### config.mk
export PLATFORM = sky130hd
export DESIGN_NAME = udp_bridge_link_ctrl
export DESIGN_NICKNAME = d
export VERILOG_FILES = /design/src/rtl/udp_bridge_pkg.sv /design/src/rtl/udp_bridge_status_sync.sv /design/src/rtl/udp_bridge_link_ctrl.sv
export SDC_FILE = /design/constraint.sdc
export NUM_CORES = 1
export LEC_CHECK = 0
export BUFFER_PORTS_ARGS = -buffer_cell sky130_fd_sc_hd__buf_2
export CAP_MARGIN = 20
export CORE_MARGIN = 3
export CORE_UTILIZATION = 45
export CTS_BUF_LIST = sky130_fd_sc_hd__clkbuf_8
export CTS_CLUSTER_DIAMETER = 120
export DETAILED_ROUTE_END_ITERATION = 6
export PLACE_DENSITY = 0.68
export SLEW_MARGIN = 10
export SYNTH_ARGS = -nofsm -noshare
export SYNTH_HDL_FRONTEND = slang
export SYNTH_SLANG_ARGS = --single-unit
export TNS_END_PERCENT = 30
### constraint.sdc
create_clock -name clk -period 6.92 [get_ports clk]
set_input_delay 0.346 -clock clk [delete_from_list [all_inputs] [get_ports clk]]
set_output_delay 0.346 -clock clk [all_outputs]
set_load 0.02 [all_outputs]
### src/rtl/udp_bridge_pkg.sv
// Shared definitions for the UDP bridge link controller: FSM state encoding,
// core status bit positions and a small state-classification helper.
package udp_bridge_pkg;

    typedef enum logic [2:0] {
        ST_IDLE  = 3'd0,
        ST_APPLY = 3'd1,
        ST_START = 3'd2,
        ST_WAIT  = 3'd3,
        ST_RUN   = 3'd4,
        ST_DRAIN = 3'd5,
        ST_FAULT = 3'd6
    } link_state_e;

    localparam int STS_READY   = 0;
    localparam int STS_ACT     = 1;
    localparam int STS_ERR     = 2;
    localparam int TIMER_MIN_W = 20;

    // States in which the core enable line is driven high.
    function automatic logic is_enabled_state(input link_state_e s);
        return (s == ST_START) || (s == ST_WAIT) || (s == ST_RUN);
    endfunction

endpackage

### src/rtl/udp_bridge_status_sync.sv
// Two-flop synchronizer bringing the core's status bits into the clk domain.
module udp_bridge_status_sync #(
    parameter int WIDTH = 3
) (
    input  logic             clk,
    input  logic             reset,
    input  logic [WIDTH-1:0] async_in,
    output logic [WIDTH-1:0] sync_out
);

    logic [WIDTH-1:0] meta_r;

    // Metastability stage followed by the stable output stage.
    always_ff @(posedge clk or posedge reset) begin
        if (reset) begin
            meta_r   <= '0;
            sync_out <= '0;
        end else begin
            meta_r   <= async_in;
            sync_out <= meta_r;
        end
    end

endmodule

### src/rtl/udp_bridge_link_ctrl.sv
// Link sequencer for the UDP bridge core: bring-up with timeout/retry, drain,
// and address reconfiguration that only ever lands while the core is disabled.
module udp_bridge_link_ctrl
    import udp_bridge_pkg::*;
#(
    parameter logic [47:0] DEFAULT_MAC   = 48'h02_00_00_00_00_01,
    parameter logic [31:0] DEFAULT_IP    = 32'hC0A8_0001,
    parameter int          READY_TIMEOUT = 1_000_000,
    parameter int          DRAIN_CYCLES  = 1024,
    parameter int          MAX_RETRY     = 3
) (
    input  logic        clk,
    input  logic        reset,
    input  logic        run,
    input  logic        cfg_write,
    input  logic [47:0] cfg_mac,
    input  logic [31:0] cfg_ip,
    output logic        cfg_ack,
    output logic        ethio_enable,
    input  logic [2:0]  ethio_status,
    output logic [47:0] macaddr_value,
    output logic [31:0] ipaddr_value,
    output logic        link_up,
    output logic        fault,
    output logic [3:0]  retry_count,
    output logic [2:0]  state
);

    localparam int TMAX = (READY_TIMEOUT > DRAIN_CYCLES) ? READY_TIMEOUT : DRAIN_CYCLES;
    localparam int TW   = ($clog2(TMAX) > TIMER_MIN_W) ? $clog2(TMAX) : TIMER_MIN_W;

    link_state_e state_r, state_s;
    logic [TW-1:0] timer_r, timer_s;
    logic [3:0]    retry_r, retry_s;
    logic          pend_r, pend_s;
    logic [47:0]   pend_mac_r;
    logic [31:0]   pend_ip_r;
    logic          apply_s;
    logic [47:0]   apply_mac_s;
    logic [31:0]   apply_ip_s;
    logic [2:0]    sts_sync_s;
    logic          sts_act_unused_s;

    udp_bridge_status_sync #(.WIDTH(3)) u_status_sync (
        .clk      (clk),
        .reset    (reset),
        .async_in (ethio_status),
        .sync_out (sts_sync_s)
    );

    assign sts_act_unused_s = sts_sync_s[STS_ACT];

    // Next-state, timer, retry and config-apply decisions.
    always_comb begin
        state_s     = state_r;
        timer_s     = timer_r;
        retry_s     = retry_r;
        apply_s     = 1'b0;
        pend_s      = pend_r | cfg_write;
        // A write landing in the APPLY cycle itself bypasses the pending regs.
        apply_mac_s = cfg_write ? cfg_mac : pend_mac_r;
        apply_ip_s  = cfg_write ? cfg_ip  : pend_ip_r;
        case (state_r)
            ST_IDLE: begin
                if (run) state_s = ST_APPLY;
                else     state_s = ST_IDLE;
            end
            ST_APPLY: begin
                apply_s = pend_r | cfg_write;
                pend_s  = 1'b0;
                state_s = ST_START;
            end
            ST_START: begin
                timer_s = '0;
                state_s = ST_WAIT;
            end
            ST_WAIT: begin
                if (sts_sync_s[STS_READY]) begin
                    state_s = ST_RUN;
                    retry_s = 4'd0;
                end else if (timer_r == TW'(READY_TIMEOUT - 1)) begin
                    retry_s = retry_r + 4'd1;
                    timer_s = '0;
                    if ((retry_r + 4'd1) == 4'(MAX_RETRY)) state_s = ST_FAULT;
                    else                                   state_s = ST_DRAIN;
                end else if (!run) begin
                    timer_s = '0;
                    state_s = ST_DRAIN;
                end else begin
                    timer_s = timer_r + TW'(1);
                end
            end
            ST_RUN: begin
                if (sts_sync_s[STS_ERR] || !run || pend_r || !sts_sync_s[STS_READY]) begin
                    timer_s = '0;
                    state_s = ST_DRAIN;
                end else begin
                    state_s = ST_RUN;
                end
            end
            ST_DRAIN: begin
                if (timer_r == TW'(DRAIN_CYCLES - 1)) begin
                    if (run) state_s = ST_APPLY;
                    else     state_s = ST_IDLE;
                end else begin
                    timer_s = timer_r + TW'(1);
                end
            end
            ST_FAULT: begin
                if (!run) begin
                    state_s = ST_IDLE;
                    retry_s = 4'd0;
                end else begin
                    state_s = ST_FAULT;
                end
            end
            default: begin
                state_s = ST_IDLE;
            end
        endcase
    end

    // State, counters, config registers and registered outputs.
    always_ff @(posedge clk or posedge reset) begin
        if (reset) begin
            state_r       <= ST_IDLE;
            timer_r       <= '0;
            retry_r       <= 4'd0;
            pend_r        <= 1'b0;
            pend_mac_r    <= 48'd0;
            pend_ip_r     <= 32'd0;
            macaddr_value <= DEFAULT_MAC;
            ipaddr_value  <= DEFAULT_IP;
            cfg_ack       <= 1'b0;
            ethio_enable  <= 1'b0;
            link_up       <= 1'b0;
            fault         <= 1'b0;
        end else begin
            state_r      <= state_s;
            timer_r      <= timer_s;
            retry_r      <= retry_s;
            pend_r       <= pend_s;
            cfg_ack      <= apply_s;
            ethio_enable <= is_enabled_state(state_s);
            link_up      <= (state_s == ST_RUN);
            fault        <= (state_s == ST_FAULT);
            if (cfg_write) begin
                pend_mac_r <= cfg_mac;
                pend_ip_r  <= cfg_ip;
            end
            if (apply_s) begin
                macaddr_value <= apply_mac_s;
                ipaddr_value  <= apply_ip_s;
            end
        end
    end

    assign retry_count = retry_r;
    assign state       = state_r;

endmodule

-- Word level (Yosys, flattened, before mapping)
Cells that the tools add are included.
- register bits after elaboration: 198
- bits of input ports: 87
- output and inout bits: 91
- add/sub/neg operators: 2
- eq/ne operators: 18
- muxes and demuxes: 23
- bitwise logic cells: 1
- reductions and logical operators: 12
- operators by type and width (operator ; count):
    2-to-1 mux 20 bit ; 5
    case mux 20 bit (4 select lines) ; 1
    2-to-1 mux 48 bit ; 1
    2-to-1 mux 32 bit ; 1
    case mux 3 bit (7 select lines) ; 1
    adder 20 x 1 -> 20 bit, second input constant ; 1
    equality test 20 x 10 -> 1 bit, second input constant ; 1
    equality test 20 bit, second input constant ; 1
    equality test 3 bit, second input constant ; 5
    2-to-1 mux 3 bit ; 5
    equality test 3 x 2 -> 1 bit, second input constant ; 4
    2-to-1 mux 4 bit ; 3
    inequality test 2 bit, second input constant ; 4
    case mux 4 bit (2 select lines) ; 1
    logical OR 1 bit ; 5
    adder 4 x 1 -> 4 bit, second input constant ; 1
    equality test 4 x 2 -> 1 bit, second input constant ; 1
    2-to-1 mux 1 bit ; 4
    AND reduction 4 bit ; 1
    nonzero test 4 bit ; 1
    equality test 3 x 1 -> 1 bit, second input constant ; 1
    zero test 3 bit ; 1
    inequality test 3 x 2 -> 1 bit, second input constant ; 1
    AND reduction 3 bit ; 1
    other kinds (4) ; 5

-- Logic depth before layout (Yosys ltp)
- depth after elaboration: 9
- depth in mapped cells: 7
- depth with buffers taken out: 6

-- By module
Synthesis repeated with hierarchy kept, for this count alone.
- cell total of the unflattened synthesis: 561
- area total of the unflattened synthesis: 7971.4 um^2
- by module, submodules not included (module ; instances ; cells an instance ; area each (um^2) ; sequential area each (um^2)):
    udp_bridge_link_ctrl ; 1 ; 554 ; 7817.5 ; 4814.6
    udp_bridge_status_sync ; 1 ; 7 ; 153.9 ; 150.1

-- Worst setup path after synthesis
No wires, ideal clock.
- kind: reg-to-reg
- start: reg timer_r[10]
- end: reg timer_r[0]
- library setup time: 0.125 ns
- arrival time: 1.872 ns
- required time: 6.795 ns
- setup slack: 4.924 ns
- stages on the path, launching flop included: 7
- period minus slack after synthesis: 1.996 ns
- cells stage by stage: dfrtp_1 or4b_4 nor4_4 a31o_2 buf_6 a21oi_2 mux2_2
- cells in the longest elaborated chain, start to end: 4
- elaborated cells on any way between the ends: 7
- RTL lines (what ; line ; RTL):
    start, declared ; udp_bridge_link_ctrl.sv:33 ; logic [TW-1:0] timer_r, timer_s;
    start signal, assigned ; udp_bridge_link_ctrl.sv:140 ; timer_r <= timer_s;
    equality test 20 bit ; udp_bridge_link_ctrl.sv:81 ; end else if (timer_r == TW'(READY_TIMEOUT - 1)) begin
    2-to-1 mux 20 bit ; udp_bridge_link_ctrl.sv:81 ;
    2-to-1 mux 20 bit ; udp_bridge_link_ctrl.sv:78 ; if (sts_sync_s[STS_READY]) begin
    case mux 20 bit (4 select lines) ; udp_bridge_link_ctrl.sv:63 ; case (state_r)
Parallel ways exist; a longest one is shown, timed or not. The select of a mux whose other input is x is not followed.
A chain may end at the register's enable or synchronous reset.

-- Worst setup path in the final report
- start: reg state_r[0] (netlist: state[0])
- end: reg timer_r[15]
- cells in the longest elaborated chain, start to end: 3
- elaborated cells on any way between the ends: 10
- RTL lines (what ; line ; RTL):
    start, declared ; udp_bridge_link_ctrl.sv:32 ; link_state_e state_r, state_s;
    start signal, assigned ; udp_bridge_link_ctrl.sv:139 ; state_r <= state_s;
    equality test 3 x 2 -> 1 bit or equality test 3 bit (tied branches) ; udp_bridge_link_ctrl.sv:63 ;
    inequality test 2 bit (no line) or nonzero test 4 bit (tied branches) ; n/a ;
    AND reduction 4 bit (no line) ; n/a ;
Parallel ways exist; a longest one is shown, timed or not.

==> results_dict.tcl <==
set metrics [dict create \
    reg2reg_setup_slack_ns 4.16 \
    htreeDepth 4 \
    synth_fp_nets 658 \
    cts.sinks 196 \
    antenna_found_initial 4 \
    worstPathCellList "nand2_1, nand3b_1, o21a_1, o21ai_0, mux2i_1" \
    final-setup-viol-count 0 \
    drive_above_1_share_pct 52.78 \
    clk_path_buf_depth 2 \
    start_util_pct 46.56 \
    final_nets 833 \
    synth_top_area_cell "dfrtp_1" \
    syn-cell-area_um2 8138 \
    num_vias 5193 \
    core-area_um2 17480 \
    path_buf_inv 0 \
    io_pins 178 \
    cts_root_buf "clkbuf_8" \
    startpoint_type "flip-flop" \
    grt_max_degree 120 \
    synth_warnings 0 \
    cp_slowest_cell "o21a_1" \
    fmax_mhz 362.8 \
    synth_edf_count 0 \
    maxSlewHeadroom_pct 34.92 \
    grt_usage_pct 17.23 \
    dieHeight_um 140.5 \
    pre_cts_slack_ns 3.962 \
    ant_nets 0 \
    async_flop_share_pct 100.0 \
    required_ns 7.28 \
    clk_latency_ns 0.45 \
    synth_seq_cells 196 \
    finClkSkew_ns 0.01652 \
    totalWireLength_mm 16.55 \
    synth_cell_types 61 \
    min_period_ns 2.756 \
    viasPerCell 5.288 \
    postSynthAreaPerCell_um2 14.33 \
    p_leak_nw 4.355 \
    hold_violations 0 \
    synth_top_area_share_pct 57.81 \
    slowest_delay_ns 0.85 \
    path_class "reg -> reg" \
    crit_family "compound AO/OA/AOI/OAI gates" \
    place_area_um2 9224 \
    setup_ws_ns 4.164 \
    dr.pass1.iters 4 \
    rsz0062_at_grt "no" \
    p_per_area_nw_per_um2 407.0 \
    ys.flop_type "dfrtp_1" \
    tns_ns 0 \
    tightest_slew_ns 0.9733 \
    overflow 0 \
    rows 48 \
    fillers 1446 \
    grt_pass1_vias 5598 \
    hpwlAfterDp_mm 11.34 \
    cts_tree "done" \
    critPathArrivalTime_ns 3.12 \
    drc 0 \
    die_w_um 140.5 \
    drt-wirelength-per-cell_um 16.85 \
    fin_util_pct 55.69 \
    ir_drop_v 0.0002250 \
    cts_made_buffers 17 \
    dieArea_um2 19730 \
    portBuffers 176 \
    clk_pin_slew_ns 0.11 \
    status "complete, no violations" \
    synthTopCellsByArea "dfrtp_1 (58%), mux2_2 (22%), dfstp_2 (2.6%)" \
    endpoint_kind "flip-flop" \
    cp_max_fo 30 \
    synthCells 568 \
    gp_congestion 0.8066 \
    drt_iter0_drc 263 \
    area_delta_synth_final_pct 19.60 \
    cap_violations 0 \
    grt_pass1_wl_mm 27.72 \
    hold_class "in -> reg" \
    fin_crit_sh_pct 39.83 \
    synth_common_cells "dfrtp_1 (188), mux2_2 (161), o21ai_0 (21)" \
    stdcell_area_um2 9733 \
    maxSlewViolCount 0 \
    synth_most_common_cell "dfrtp_1" \
    yosysSeqAreaShare_pct 60.39 \
]
## area by class of cell
type	instances	area [um2]	share of cell area (%)
Tap cell	225	281.5	2.892
Clock buffer	17	234.0	2.404
Inverter	7	31.28	0.3214
Sequential cell	196	4915	50.49
Antenna cell	1	2.502	0.02571
Multi-Input combinational cell	336	3070	31.55
Clock inverter	15	200.2	2.057
Timing Repair Buffer	185	998.5	10.26
## worst register-to-register path: cells and delay by family (launching register included)
family           cells  cell delay (ns)
multiplexers         1             0.16
AND/OR/NAND/NOR      2             0.83
AO/OA/AOI/OAI        2             1.07
flip-flops           1             0.61
## worst paths after layout
kind,startpoint,endpoint,cells after the start
max,state[0],timer_r[15],5
min,cfg_mac[12],pend_mac_r[12],2
max reg2reg,state[0],timer_r[15],5
min reg2reg,u_status_sync.meta_r[0],u_status_sync.sync_out[0],0
max in group asynchronous,reset,macaddr_value[27],5
min in group asynchronous,reset,macaddr_value[16],3
## flip-flops by register name, summed over array words and instances, names as in the netlist
name,count
cfg_ack,1
ethio_enable,1
fault,1
ipaddr_value,32
link_up,1
macaddr_value,48
pend_ip_r,32
pend_mac_r,48
pend_r,1
retry_count,4
state,3
timer_r,20
u_status_sync.meta_r,2
u_status_sync.sync_out,2
## cells in the final DEF (no fill, tap or decap), drive strengths merged, types with 2 or more instances in the layout
master / netlist / layout
dfrtp: 188 / 188
buf: 10 / 182
mux2: 161 / 161
o21ai: 21 / 21
nand2: 17 / 17
clkbuf: 19 / 17
o21bai: 16 / 16
mux2i: 15 / 15
a21oi: 14 / 14
inv: 7 / 14
nor2: 8 / 8
dfstp: 8 / 8
nand3: 8 / 8
nor3: 6 / 6
and3: 5 / 5
a211oi: 4 / 4
a21boi: 4 / 4
clkinv: 0 / 4
o211ai: 3 / 3
nand4: 3 / 3
nor2b: 3 / 3
and2: 3 / 3
a21o: 3 / 3
ha: 3 / 3
bufinv: 0 / 3
dlygate4sd3: 0 / 3
or2: 3 / 3
nor4: 3 / 3
a211o: 3 / 3
and3b: 2 / 2
nand4bb: 2 / 2
o2bb2ai: 2 / 2
o31ai: 2 / 2
a22o: 2 / 2
a2111oi: 2 / 2
o41ai: 2 / 2
## per-layer routing
| metal | up-vias | share of wire [%] | global-route usage [%] |
|---|---|---|---|
| met2 | 129 | 50 | 28.53 |
| met5 | - | 0.30 | 0 |
| met3 | 21 | 8.9 | 7.887 |
| met1 | 2632 | 40 | 20.44 |
| li1 | 2403 | - | - |
| met4 | 8 | 1.2 | 4.589 |
## report_power, final
part,internal [mW],switching (mW)
Combinational,0.648,0.869
Sequential,1.49,0.173
Clock,0.370,0.416
Total,2.50,1.46
## repair_timing
action | 4_1_cts | 5_1_grt
hold buffers | 2 | 1
buffers inserted | 0 | 0
hold endpoints to repair | 2 | 26
gates resized for setup | 0 | 0
## cells by family (layout without fill, tap and decap cells)
| kind of cell | after synthesis | in the layout | share of synthesized area [%] |
|---|---|---|---|
| mux | 176 | 176 | 24.12 |
| compound gates | 87 | 87 | 7.626 |
| other cells | 0 | 1 | 0 |
| flops | 196 | 196 | 60.39 |
| fa+ha+maj | 3 | 3 | 0.4613 |
| buf+inv | 36 | 224 | 1.953 |
| simple gates | 70 | 70 | 5.443 |
## metrics by stage
stage / total power [mW] / instances / hold WS [ns]
2_1_floorplan: 2.727 / 568 / 0.3312
3_3_place_gp: 3.149 / 944 / 0.3342
3_5_place_dp: 3.211 / 944 / 0.3358
4_1_cts: 4.005 / 978 / 0.1056
5_1_grt: 4.201 / 981 / 0.09590
6_report: 3.961 / 982 / 0.1292
Note: power is estimated with default switching activity, not from simulation.
